<file path="config.mk">
export PLATFORM = sky130hd
export DESIGN_NAME = cursor_input_ctrl
export DESIGN_NICKNAME = d
export VERILOG_FILES = /design/src/rtl/cursor_input_ctrl.sv
export SDC_FILE = /design/constraint.sdc
export NUM_CORES = 1
export LEC_CHECK = 0
export CAP_MARGIN = 0
export CORE_MARGIN = 2
export CORE_UTILIZATION = 63
export DETAILED_ROUTE_END_ITERATION = 7
export MAX_ROUTING_LAYER = met4
export PLACE_DENSITY = 0.8
export SLEW_MARGIN = 20
export SYNTH_ARGS = -nofsm -noshare
export SYNTH_HDL_FRONTEND = slang
export SYNTH_SLANG_ARGS = --single-unit
</file>
<file path="constraint.sdc">
create_clock -name dclk -period 4 [get_ports dclk]
set_input_delay 1.2 -clock dclk [delete_from_list [all_inputs] [get_ports dclk]]
set_output_delay 1.2 -clock dclk [all_outputs]
set_load 0.02 [all_outputs]
</file>
<file path="src/rtl/cursor_input_ctrl.sv">
// Cursor input controller: turns raw pushbuttons and draw/erase switches into
// a clamped (or wrapping) grid cursor position plus debounced draw/erase levels.
// Every raw input is double-flopped and debounced; each direction button has a
// press/auto-repeat FSM that issues single-cycle step requests.
// Build option: define CURSOR_WRAP_EN to make the cursor wrap at the grid edges
// instead of saturating.
//
// Direction FSM states
//   state  | meaning
//   IDLE   | button released, waiting for a debounced press
//   DELAY  | pressed, first step issued, waiting for the repeat delay
//   REPEAT | held past the delay, issuing a step every repeat period
module cursor_input_ctrl #(
   parameter int NX            = 32,
   parameter int NY            = 24,
   parameter int X_INIT        = 0,
   parameter int Y_INIT        = 0,
   parameter int DEBOUNCE      = 250000,
   parameter int REPEAT_DELAY  = 12500000,
   parameter int REPEAT_PERIOD = 2500000,
   parameter int CNT_W         = 24
) (
   input  logic       dclk,
   input  logic       clr,
   input  logic       btn_up,
   input  logic       btn_down,
   input  logic       btn_left,
   input  logic       btn_right,
   input  logic       sw_draw,
   input  logic       sw_erase,
   output logic [4:0] cursor_x,
   output logic [4:0] cursor_y,
   output logic       button1,
   output logic       button2,
   output logic       move_pulse
);

   typedef enum logic [1:0] {IDLE, DELAY, REPEAT} dir_state_t;

   localparam logic [CNT_W-1:0] DEB_LAST = CNT_W'(DEBOUNCE - 1);
   localparam logic [CNT_W-1:0] RD_LAST  = CNT_W'(REPEAT_DELAY - 1);
   localparam logic [CNT_W-1:0] RP_LAST  = CNT_W'(REPEAT_PERIOD - 1);
   localparam logic [4:0]       X_MAX    = 5'(NX - 1);
   localparam logic [4:0]       Y_MAX    = 5'(NY - 1);

   // bit order: 0 up, 1 down, 2 left, 3 right, 4 draw, 5 erase
   logic [5:0]       raw;
   logic [5:0]       sync1;
   logic [5:0]       sync2;
   logic [5:0]       level;
   logic [5:0]       level_nxt;
   logic [CNT_W-1:0] deb_cnt     [6];
   logic [CNT_W-1:0] deb_cnt_nxt [6];

   dir_state_t       state   [4];
   logic [CNT_W-1:0] rpt_cnt [4];
   logic [3:0]       step;

   logic [4:0] x_nxt;
   logic [4:0] y_nxt;
   logic [4:0] x_prev;
   logic [4:0] y_prev;

   assign raw     = {sw_erase, sw_draw, btn_right, btn_left, btn_down, btn_up};
   assign button1 = level[4];
   assign button2 = level[5];

   // debounce: count while synced differs from level, flip when the count completes
   always_comb begin
      for (int i = 0; i < 6; i++) begin
         level_nxt[i]   = level[i];
         deb_cnt_nxt[i] = '0;
         if (sync2[i] != level[i]) begin
            if (deb_cnt[i] == DEB_LAST)
               level_nxt[i] = ~level[i];
            else
               deb_cnt_nxt[i] = deb_cnt[i] + CNT_W'(1);
         end
      end
   end

   // two-flop synchronisers, debounced levels and their counters
   always_ff @(posedge dclk) begin
      if (clr) begin
         sync1 <= '0;
         sync2 <= '0;
         level <= '0;
         for (int i = 0; i < 6; i++) deb_cnt[i] <= '0;
      end else begin
         sync1   <= raw;
         sync2   <= sync1;
         level   <= level_nxt;
         deb_cnt <= deb_cnt_nxt;
      end
   end

   // direction FSMs; they watch level_nxt so the first step is registered on
   // the same edge the debounced level rises, and a release wins over a step
   always_ff @(posedge dclk) begin
      if (clr) begin
         step <= '0;
         for (int d = 0; d < 4; d++) begin
            state[d]   <= IDLE;
            rpt_cnt[d] <= '0;
         end
      end else begin
         for (int d = 0; d < 4; d++) begin
            step[d] <= 1'b0;
            case (state[d])
               IDLE: begin
                  if (level_nxt[d]) begin
                     step[d]    <= 1'b1;
                     rpt_cnt[d] <= '0;
                     state[d]   <= DELAY;
                  end
               end
               DELAY: begin
                  if (!level_nxt[d]) begin
                     state[d] <= IDLE;
                  end else if (rpt_cnt[d] == RD_LAST) begin
                     step[d]    <= 1'b1;
                     rpt_cnt[d] <= '0;
                     state[d]   <= REPEAT;
                  end else begin
                     rpt_cnt[d] <= rpt_cnt[d] + CNT_W'(1);
                  end
               end
               REPEAT: begin
                  if (!level_nxt[d]) begin
                     state[d] <= IDLE;
                  end else if (rpt_cnt[d] == RP_LAST) begin
                     step[d]    <= 1'b1;
                     rpt_cnt[d] <= '0;
                  end else begin
                     rpt_cnt[d] <= rpt_cnt[d] + CNT_W'(1);
                  end
               end
               default: state[d] <= IDLE;
            endcase
         end
      end
   end

   // axis arbitration and edge handling; opposing steps on one axis cancel
   always_comb begin
      x_nxt = cursor_x;
      y_nxt = cursor_y;
      if (step[3] && !step[2]) begin
`ifdef CURSOR_WRAP_EN
         x_nxt = (cursor_x >= X_MAX) ? 5'd0 : cursor_x + 5'd1;
`else
         x_nxt = (cursor_x >= X_MAX) ? X_MAX : cursor_x + 5'd1;
`endif
      end else if (step[2] && !step[3]) begin
`ifdef CURSOR_WRAP_EN
         x_nxt = (cursor_x == 5'd0) ? X_MAX : cursor_x - 5'd1;
`else
         x_nxt = (cursor_x == 5'd0) ? 5'd0 : cursor_x - 5'd1;
`endif
      end
      if (step[1] && !step[0]) begin
`ifdef CURSOR_WRAP_EN
         y_nxt = (cursor_y >= Y_MAX) ? 5'd0 : cursor_y + 5'd1;
`else
         y_nxt = (cursor_y >= Y_MAX) ? Y_MAX : cursor_y + 5'd1;
`endif
      end else if (step[0] && !step[1]) begin
`ifdef CURSOR_WRAP_EN
         y_nxt = (cursor_y == 5'd0) ? Y_MAX : cursor_y - 5'd1;
`else
         y_nxt = (cursor_y == 5'd0) ? 5'd0 : cursor_y - 5'd1;
`endif
      end
   end

   // cursor registers; move_pulse fires the cycle after a coordinate changed
   always_ff @(posedge dclk) begin
      if (clr) begin
         cursor_x   <= 5'(X_INIT);
         cursor_y   <= 5'(Y_INIT);
         x_prev     <= 5'(X_INIT);
         y_prev     <= 5'(Y_INIT);
         move_pulse <= 1'b0;
      end else begin
         cursor_x   <= x_nxt;
         cursor_y   <= y_nxt;
         x_prev     <= cursor_x;
         y_prev     <= cursor_y;
         move_pulse <= (cursor_x != x_prev) || (cursor_y != y_prev);
      end
   end

endmodule

</file>
==> results by stage, run 1 <==
Status:
- The run finished with clean final reports.

Synth:
- The post-synthesis sequential element count is 291.
- The post-synthesis instance area is 14210 sq um.
- The top cell type's share of synthesized area is 0.2634.
- The most used flip-flop cell after synthesis is sky130_fd_sc_hd__dfxtp_1.
- Sorting the synthesized cells by area gives the leading types as sky130_fd_sc_hd__dfxtp_1 26%, sky130_fd_sc_hd__edfxtp_1 22%, sky130_fd_sc_hd__nor2_1 8.2%, sky130_fd_sc_hd__xnor2_1 8.2%, sky130_fd_sc_hd__xor2_1 6.3%.
- The cell count after synthesis came out at 1513.
- The share of the yosys chip area belonging to registers is 0.4831.
- The number of enable-type register cells in the synthesized netlist is 104.
- The count of different cell masters after synthesis is 65.
- The largest area contributor in the synthesized netlist is sky130_fd_sc_hd__dfxtp_1.
- After synthesis, the share of flip-flops with an asynchronous set or reset is 0.
- The average cell area after synthesis is 9.394 sq um.
- The Yosys step of the flow raised 0 warnings.
- Counting instances in the post-synthesis netlist gives the leading cell types as 311 x sky130_fd_sc_hd__nor2_1, 187 x sky130_fd_sc_hd__dfxtp_1, 133 x sky130_fd_sc_hd__xnor2_1.
- The total nets after synthesis is 1538.
- The library cell with the highest instance count after synthesis is sky130_fd_sc_hd__nor2_1.

Routing:
- The total DRC errors in the routed layout is 0.
- Wires add up to 27.03 mm.
- The detailed-router iteration count before antenna repair is 7.
- The routed length per placed instance is 14.80 um.
- In this run the remaining antenna-violating nets after routing total 0.
- The via-per-instance ratio is 5.774.
- The final route contains 10543 vias.
- The DRC marker count from the first detailed-route iteration is 703.

Placed design:
- Before CTS, the worst setup slack after placement is 1.043 ns.
- The cell area after placement is 14570 sq um.
- The number of placed instances, taps included is 1768.
- The HPWL after detailed placement is 17.68 mm.
- The count of input and output buffers is 20.
- The final RePlAce weighted congestion is 0.8046.

Global routing:
- Entering global routing, the biggest net connects 48 pins.
- The via count of the first global-routing pass is 10127.
- The initial antenna violation count is 0.
- The wire length of the first global-routing pass is 46.28 mm.
- The total overflow left after global routing is 0.
- Across every metal layer, demand over resource in global routing totals 0.2331.

Finish:
- The final cell area excluding filler cells is 15600 sq um.
- The final layout net count is 1548.
- The share of final-layout standard cells stronger than drive strength 1 is 0.05563.
- The final core area utilization is 0.7102.
- Compared with the post-synthesis result, the final layout area differs by 9.728%.
- The finished layout holds 1826 standard cells, fillers aside.
- The count of inserted antenna diode cells is 0.

STA:
- The headroom to the max-slew limit is 0.2355.
- The number of pins with negative max-slew slack in the final report is 0.
- The summed negative setup slack over all endpoints is 0 ns.
- Derived from the worst setup path, the maximum achievable clock frequency is 0.3246 GHz.
- Setup repair after global routing left no endpoint under its margin.
- Counting I/O delays and the setup requirement, the final critical path takes 3.081 ns.
- The number of endpoints with negative hold slack in the final report came to 0.
- The final period utilization is 0.7702.
- Across all setup checks in the final design, the least slack found is 0.9192 ns.
- Setup violations remaining at the end of the flow were counted as 0.
- The largest clock skew in the final design is 0.01169 ns.
- For the pin with the worst max-slew slack, the measured transition is 1.136 ns.
- The tightest hold margin is 0.4358 ns.

Clock network:
- The deepest clock path buffer count is 3.
- CTS built an H-tree with a depth of 1.
- The setup fix buffers added after clock tree synthesis is 0.
- The clock reaches the later pin of the worst-skew pair after 0.55 ns.
- The cell at the root of the clock tree is sky130_fd_sc_hd__clkbuf_16.
- The post-cts resize count is 0.
- The quantity of hold-fixing buffers added after cts is 0.
- The post-CTS clock slew at the launch and capture registers of the worst setup and hold paths is 0.06 ns.
- The clock sink count is 291.
- Buffers inserted during clock tree synthesis total 31.
- TritonCTS built the clock tree.

Setup path:
- The number of cells on the worst reg-to-reg path is 5.
- The gate family responsible for the most delay along the worst path is buffers and inverters.
- In this run the critical register-to-register path is captured at rpt_cnt[2][8]$_SDFFCE_PN0P_.
- The signal on the critical path passes through clkdlybuf4s50_1.
- The largest fanout on the critical path is 12.
- The critical path is of the reg2out type.
- In this run the critical register-to-register path is launched from rpt_cnt[2][11]$_SDFFCE_PN0P_.
- The largest single stage delay on the critical path is 0.77 ns.
- The endpoint type of the worst setup path is an output pin.
- In this run the register-to-register setup slack is 1.24 ns.
- The critical path data required time is 2.80 ns.
- The count of cell instances traversed by the critical path is 1.
- Counting both buffers and inverters, the worst setup path holds a total of 1.
- The cell type of the slowest stage on the worst timing path is sky130_fd_sc_hd__clkdlybuf4s50_1.
- The worst setup path is launched from a flop.
- The data arrival at the endpoint of the critical path is 1.88 ns.

Worst hold path:
- The path with the worst hold slack has its endpoint at sync2[0]$_SDFF_PP0_.
- In this run the worst hold path is classified as reg2reg.
- The cell count of the worst hold path is 1.
- The start point of the worst hold path is sync1[0]$_SDFF_PP0_.

Floorplanning:
- The die footprint is 23780 sq um.
- The horizontal extent of the die is 154.2 um.
- The I/O pin count is 21.
- For this configuration, the core starts out at a cell density of 0.6472.
- The area of the core is 21960 sq um.
- The initialized floorplan defines 54 standard-cell rows.
- The vertical extent of the die is 154.2 um.

Run:
- The tool flagged a number of max-cap violations equal to 0.

Power:
- The power density relative to cell area is 391.6 nW/um^2.
- IR analysis of the VDD net gives a maximum drop of 0.3195 mV.
- Overall power consumption after layout is estimated at 6.107 mW.
- The static leakage power is 5.020 nW.
## kinds of logic (layout without fill, tap and decap cells)
logic type | after synthesis | after routing | synth area share
adders and majority gates | 17 | 17 | 0.01497
AOI/OAI and AO/OA | 72 | 72 | 0.03953
xor gates and xnor gates | 236 | 236 | 0.1454
DFF | 291 | 291 | 0.4831
muxes | 4 | 4 | 0.002905
and+or+nand+nor | 783 | 783 | 0.2803
buffers and inverters | 110 | 143 | 0.03372
## flip-flops by register name (all words and copies together), names as in the netlist
name and cells:
state 8, deb_cnt 144, x_prev 5, step 4
y_prev 5, level 6, move_pulse 1, cursor_y 5
cursor_x 5, sync1 6, rpt_cnt 96, sync2 6
## area by class of cell
cell class                 instances  area [sq um]
multi-input combinational       1112          6882
timing repair buffer              31         289.0
clock buffer                      45         888.4
fill                            1630          6364
tap                              280         350.3
inverter                          56         210.2
sequential                       291          6867
clock inverter                    11         108.9
## worst reg2reg max path: stages (launching register included)
cell	delay [ns]
sky130_fd_sc_hd__edfxtp_1	0.45
sky130_fd_sc_hd__or4b_1	0.57
sky130_fd_sc_hd__nor4_2	0.33
sky130_fd_sc_hd__a21boi_1	0.12
sky130_fd_sc_hd__o221ai_2	0.81
sky130_fd_sc_hd__nor2_1	0.17
## how the worst max path moves through the flow
stage / from / slack, ns / to
6_report: cursor_x[3]$_SDFFE_PP0P_ / 0.92 / cursor_x[3]
5_1_grt: cursor_x[3]$_SDFFE_PP0P_ / 0.85 / cursor_x[3]
4_1_cts: cursor_x[3]$_SDFFE_PP0P_ / 0.89 / cursor_x[3]
3_5_place_dp: clr / 1.04 / rpt_cnt[1][23]$_SDFFCE_PN0P_
3_3_place_gp: clr / 1.16 / rpt_cnt[1][2]$_SDFFCE_PN0P_
2_1_floorplan: deb_cnt[72]$_SDFF_PP0_ / 0.38 / rpt_cnt[2][0]$_SDFFCE_PN0P_
## cells in the final DEF, fill, tap and decap left out, drive strengths merged, types with 6 or more instances in the layout
| cell type | synthesis | final |
|---|---|---|
| nor2 | 311 | 311 |
| dfxtp | 187 | 187 |
| xnor2 | 133 | 133 |
| edfxtp | 104 | 104 |
| xor2 | 103 | 103 |
| nand2 | 84 | 84 |
| nand3 | 69 | 69 |
| nand4 | 62 | 62 |
| nor3 | 58 | 58 |
| inv | 56 | 57 |
| nor4 | 52 | 52 |
| clkbuf | 35 | 45 |
| and3 | 32 | 32 |
| nor2b | 22 | 22 |
| clkdlybuf4s50 | 0 | 19 |
| ha | 17 | 17 |
| and4 | 16 | 16 |
| nor4b | 16 | 16 |
| and2 | 16 | 16 |
| or4 | 12 | 12 |
| buf | 19 | 12 |
| a21oi | 9 | 9 |
| o21ai | 9 | 9 |
| clkinv | 0 | 8 |
| nand2b | 7 | 7 |
| or2 | 6 | 6 |
## layer usage
| layer | routed length (um) | global-route usage | vias up |
|---|---|---|---|
| li1 | - | - | 5286 |
| met1 | 12290 | 0.2953 | 5026 |
| met2 | 13180 | 0.3950 | 178 |
| met3 | 916 | 0.02830 | 53 |
| met4 | 638 | 0.06987 | 0 |
| met5 | 0 | - | - |
## power by group
| part | leakage [nW] | internal [mW] | switching, mW |
|---|---|---|---|
| Combinational | 1.94 | 0.0570 | 0.0824 |
| Sequential | 2.59 | 3.11 | 0.0536 |
| Clock | 0.496 | 1.66 | 1.15 |
| Total | 5.02 | 4.82 | 1.28 |
No activity file was read; power rests on OpenSTA's default activity.
==> run 2: changes to the inputs <==
CORE_UTILIZATION = 57   (was 63)
PLACE_DENSITY = 0.76   (was 0.8)
clock period = 2.81 ns   (was 4 ns; I/O delays follow)
==> run 2 against run 1 <==
  * Sequential power is 42% higher
  * Critical path depth stayed put
  * Via count is 0.74% lower
  * Cell count is 2.8% higher
  * Total power is 43% higher
  * Clock power is 44% higher
  * Worst hold slack worse by 0.0010 ns
  * Clock-buffer cell count is 1 higher
  * Register-to-register slack worse by 0.87 ns
  * Critical path type unchanged
  * Critical endpoint unchanged
  * Largest power group unchanged
==> results by stage, run 2 (synthesized netlist as in run 1, its figures left out) <==
Worst hold path:
- The tightest min-delay check is of the reg2reg type.
- In this run the most critical hold path is launched from sync1[2]$_SDFF_PP0_.

STA:
- The final period utilization is 0.9497.
- Setup repair after global routing left no endpoint under its margin.
- The time the worst path needs with I/O delays and setup is 2.669 ns.
- Timing would allow up to 0.3747 GHz.
- The worst setup slack after layout is 0.1413 ns (-0.7779 ns).
- The number of endpoints with negative hold slack in the final report is 0 (unchanged).
- The number of pins with negative max-slew slack in the final report is 0 (unchanged).
- The headroom to the max-slew limit is 0.4386 (+0.2031).
- The largest clock skew in the final design is 0.01145 ns (-0.0002382 ns).
- The total setup violations reported at the end of the flow came to 0 (unchanged).
- The slew at the pin closest to its max-slew limit is 0.8412 ns (-0.2951 ns).
- The summed negative setup slack over all endpoints is 0 ns (unchanged).

Routing:
- The via-per-instance ratio is 5.575 (-3.4%).
- The total DRC errors in the routed layout was 0 (unchanged).
- The detailed-router iteration count before antenna repair is 5 (-2).
- The overall via count from detail_route is 10465 (-0.74%).
- The routed wire length is 25.98 mm (-3.9%).
- The DRC marker count from the first detailed-route iteration was 735 (+4.6%).
- The antenna violation net count after detailed routing is 0 (unchanged).
- The routed length per placed instance is 13.84 um (-6.5%).

Placed design:
- The final RePlAce weighted congestion is 0.8363 (+3.9%).
- The HPWL after detailed placement is 17.25 mm (-2.4%).
- The count of input and output buffers was 20 (unchanged).
- The minimum setup slack after placement is 0.2246 ns (-0.8187 ns).

Setup path:
- The worst flop-to-flop path startpoint is rpt_cnt[3][19]$_DFFE_PP_.
- The data arrival at the endpoint of the critical path is 1.83 ns (-0.05 ns).
- The critical path in this run is classified as reg2out.
- Walking the worst path, the cells encountered are clkdlybuf4s50_1.
- The largest stage delay on the critical path is 0.73 ns (-0.04 ns).
- The largest fanout on the critical path is 12 (unchanged).
- The worst path buffer plus inverter count was 1 (unchanged).
- In this run the worst setup path begins at cursor_x[3]$_SDFFE_PP0P_.
- The kind of cell with the highest combined delay along the critical path is buffers and inverters.
- The internal reg-to-reg setup slack came to 0.37 ns (-0.87 ns).
- The critical path data required time was 1.97 ns (-0.83 ns).
- STA classifies the critical path endpoint as an output pin.
- STA classifies the critical path startpoint as a flop.
- On the critical path, the stage with the largest delay is an instance of sky130_fd_sc_hd__clkdlybuf4s50_1.

Finish:
- The layout overhead on the synthesized area is 10.76%.
- The count of inserted antenna diode cells came to 0 (unchanged).
- The share of final-layout standard cells stronger than drive strength 1 is 0.06310 (+0.007476).
- Counting flops per register, the top entry is deb_cnt.
- Leaving out fill and tap cells, the most frequent cell in the layout is sky130_fd_sc_hd__nor2_1.
- The number of flip-flops under the largest register name is 144 (unchanged).
- The top cell types in the final layout, fill and taps aside, are 311 x sky130_fd_sc_hd__nor2_1, 186 x sky130_fd_sc_hd__dfxtp_1, 133 x sky130_fd_sc_hd__xnor2_1.
- The final layout net count came to 1555 (+0.45%).
- The largest registers in the layout are deb_cnt x144, rpt_cnt x96, state x8.

Floorplanning:
- The vertical extent of the die is 161.9 um (+5.0%).
- The initial core utilization was 0.5827 (-0.06454).
- The area of the core is 24390 sq um (+11%).
- The cell row count is 57 (+5.6%).
- The I/O pin count came to 21 (unchanged).
- The horizontal extent of the die is 161.9 um (+5.0%).
- The die footprint was 26210 sq um (+10%).

Clock network:
- The post-CTS clock slew at the launch and capture registers of the worst setup and hold paths is 0.06 ns (about the same).
- The deepest clock path buffer count is 3 (unchanged).
- The clock sink count came to 291 (unchanged).
- The quantity of hold-fixing buffers added after cts is 0 (unchanged).
- The number of buffers added by the clock tree synthesis step is 30 (-3.2%).
- The cell at the root of the clock tree is sky130_fd_sc_hd__clkbuf_16.
- The CTS tree is yes.
- The clock latency reported for the late side of the worst-skew pair is 0.55 ns (about the same).
- The number of H-tree levels is 1 (unchanged).

Global routing:
- The pin count of the biggest net entering global routing is 38 (-21%).
- The initial antenna violation count was 1 (+1).
- The total track usage is 0.2093 (-0.02378).
- The wire length of the first global-routing pass is 45.91 mm (-0.79%).
- The via count of the first global-routing pass was 10080 (-0.46%).
- The overall overflow remaining after global route is 0 (unchanged).

Power:
- The static leakage power is 5.079 nW (+1.2%).
- The power density relative to cell area was 556.1 nW/um^2 (+42%).
- The worst voltage drop across the vdd grid is 0.4325 mV (+35%).

Status:
- The flow ran to the end, and the final reports show no timing, DRC or antenna violations.

Run:
- The count of maximum capacitance violations is 0 (unchanged).
==> run 2: changes by cell type in the layout (fill, tap and decap cells not counted), sizes merged <==
cell	previous run	this run
clkbuf	45	46
buf	12	20
clkinv	8	7
bufinv	2	1
==> run 2: per-stage QoR <==
| stage | power, mW | hold WS, ns | std cells | area (sq um) | utilization |
|---|---|---|---|---|---|
| final | 8.753 | 0.4347 | 1877 | 15740 | 0.6454 |
| after global placement | 4.779 | 0.4249 | 1822 | 14700 | 0.6028 |
| after global routing | 9.047 | 0.4542 | 1877 | 15740 | 0.6454 |
| after detailed placement | 4.785 | 0.4220 | 1822 | 14700 | 0.6028 |
| after CTS | 8.850 | 0.4313 | 1877 | 15740 | 0.6453 |
| after floorplan | 4.719 | 0.4138 | 1513 | 14230 | - |
==> run 2: final cells by class <==
cell class              count  area [sq um]
multi-input cells        1112          6882
well taps                 324         405.4
inverters                  56         210.2
fillers                  2003          8650
flip-flops and latches    291          6868
clock buffers              46         967.2
clock inverters             9         71.32
repair buffers             39         337.8
==> run 2: final timing paths <==
kind,endpoint,cells after the start
setup / recovery,cursor_x[3],1
hold / removal,sync2[2]$_SDFF_PP0_,1
setup reg to reg,rpt_cnt[3][21]$_DFFE_PP_,6
hold reg to reg,sync2[2]$_SDFF_PP0_,1
==> run 2: metal layers <==
metal | share of wire | routed length, um | global-route usage | vias up
met5 | 0 | 0 | - | -
met4 | 0.022 | 582 | 0.05350 | 0
met2 | 0.46 | 12080 | 0.3360 | 168
met3 | 0.040 | 1050 | 0.03269 | 55
met1 | 0.47 | 12270 | 0.2793 | 4942
li1 | - | - | - | 5300
==> run 2: power breakdown <==
group          total [mW]  switching [mW]  internal, mW  leakage, nW
clock                4.06            1.60          2.45        0.520
combinational       0.196           0.114        0.0819         1.97
sequential           4.50          0.0754          4.42         2.59
total                8.75            1.79          6.96         5.08
==> run 2: what timing repair did <==
| action | 4_1_cts | 5_1_grt |
|---|---|---|
| resized for setup | 0 | 1 |
| setup endpoints to repair | 0 | 1 |
| buffers inserted | 0 | 0 |
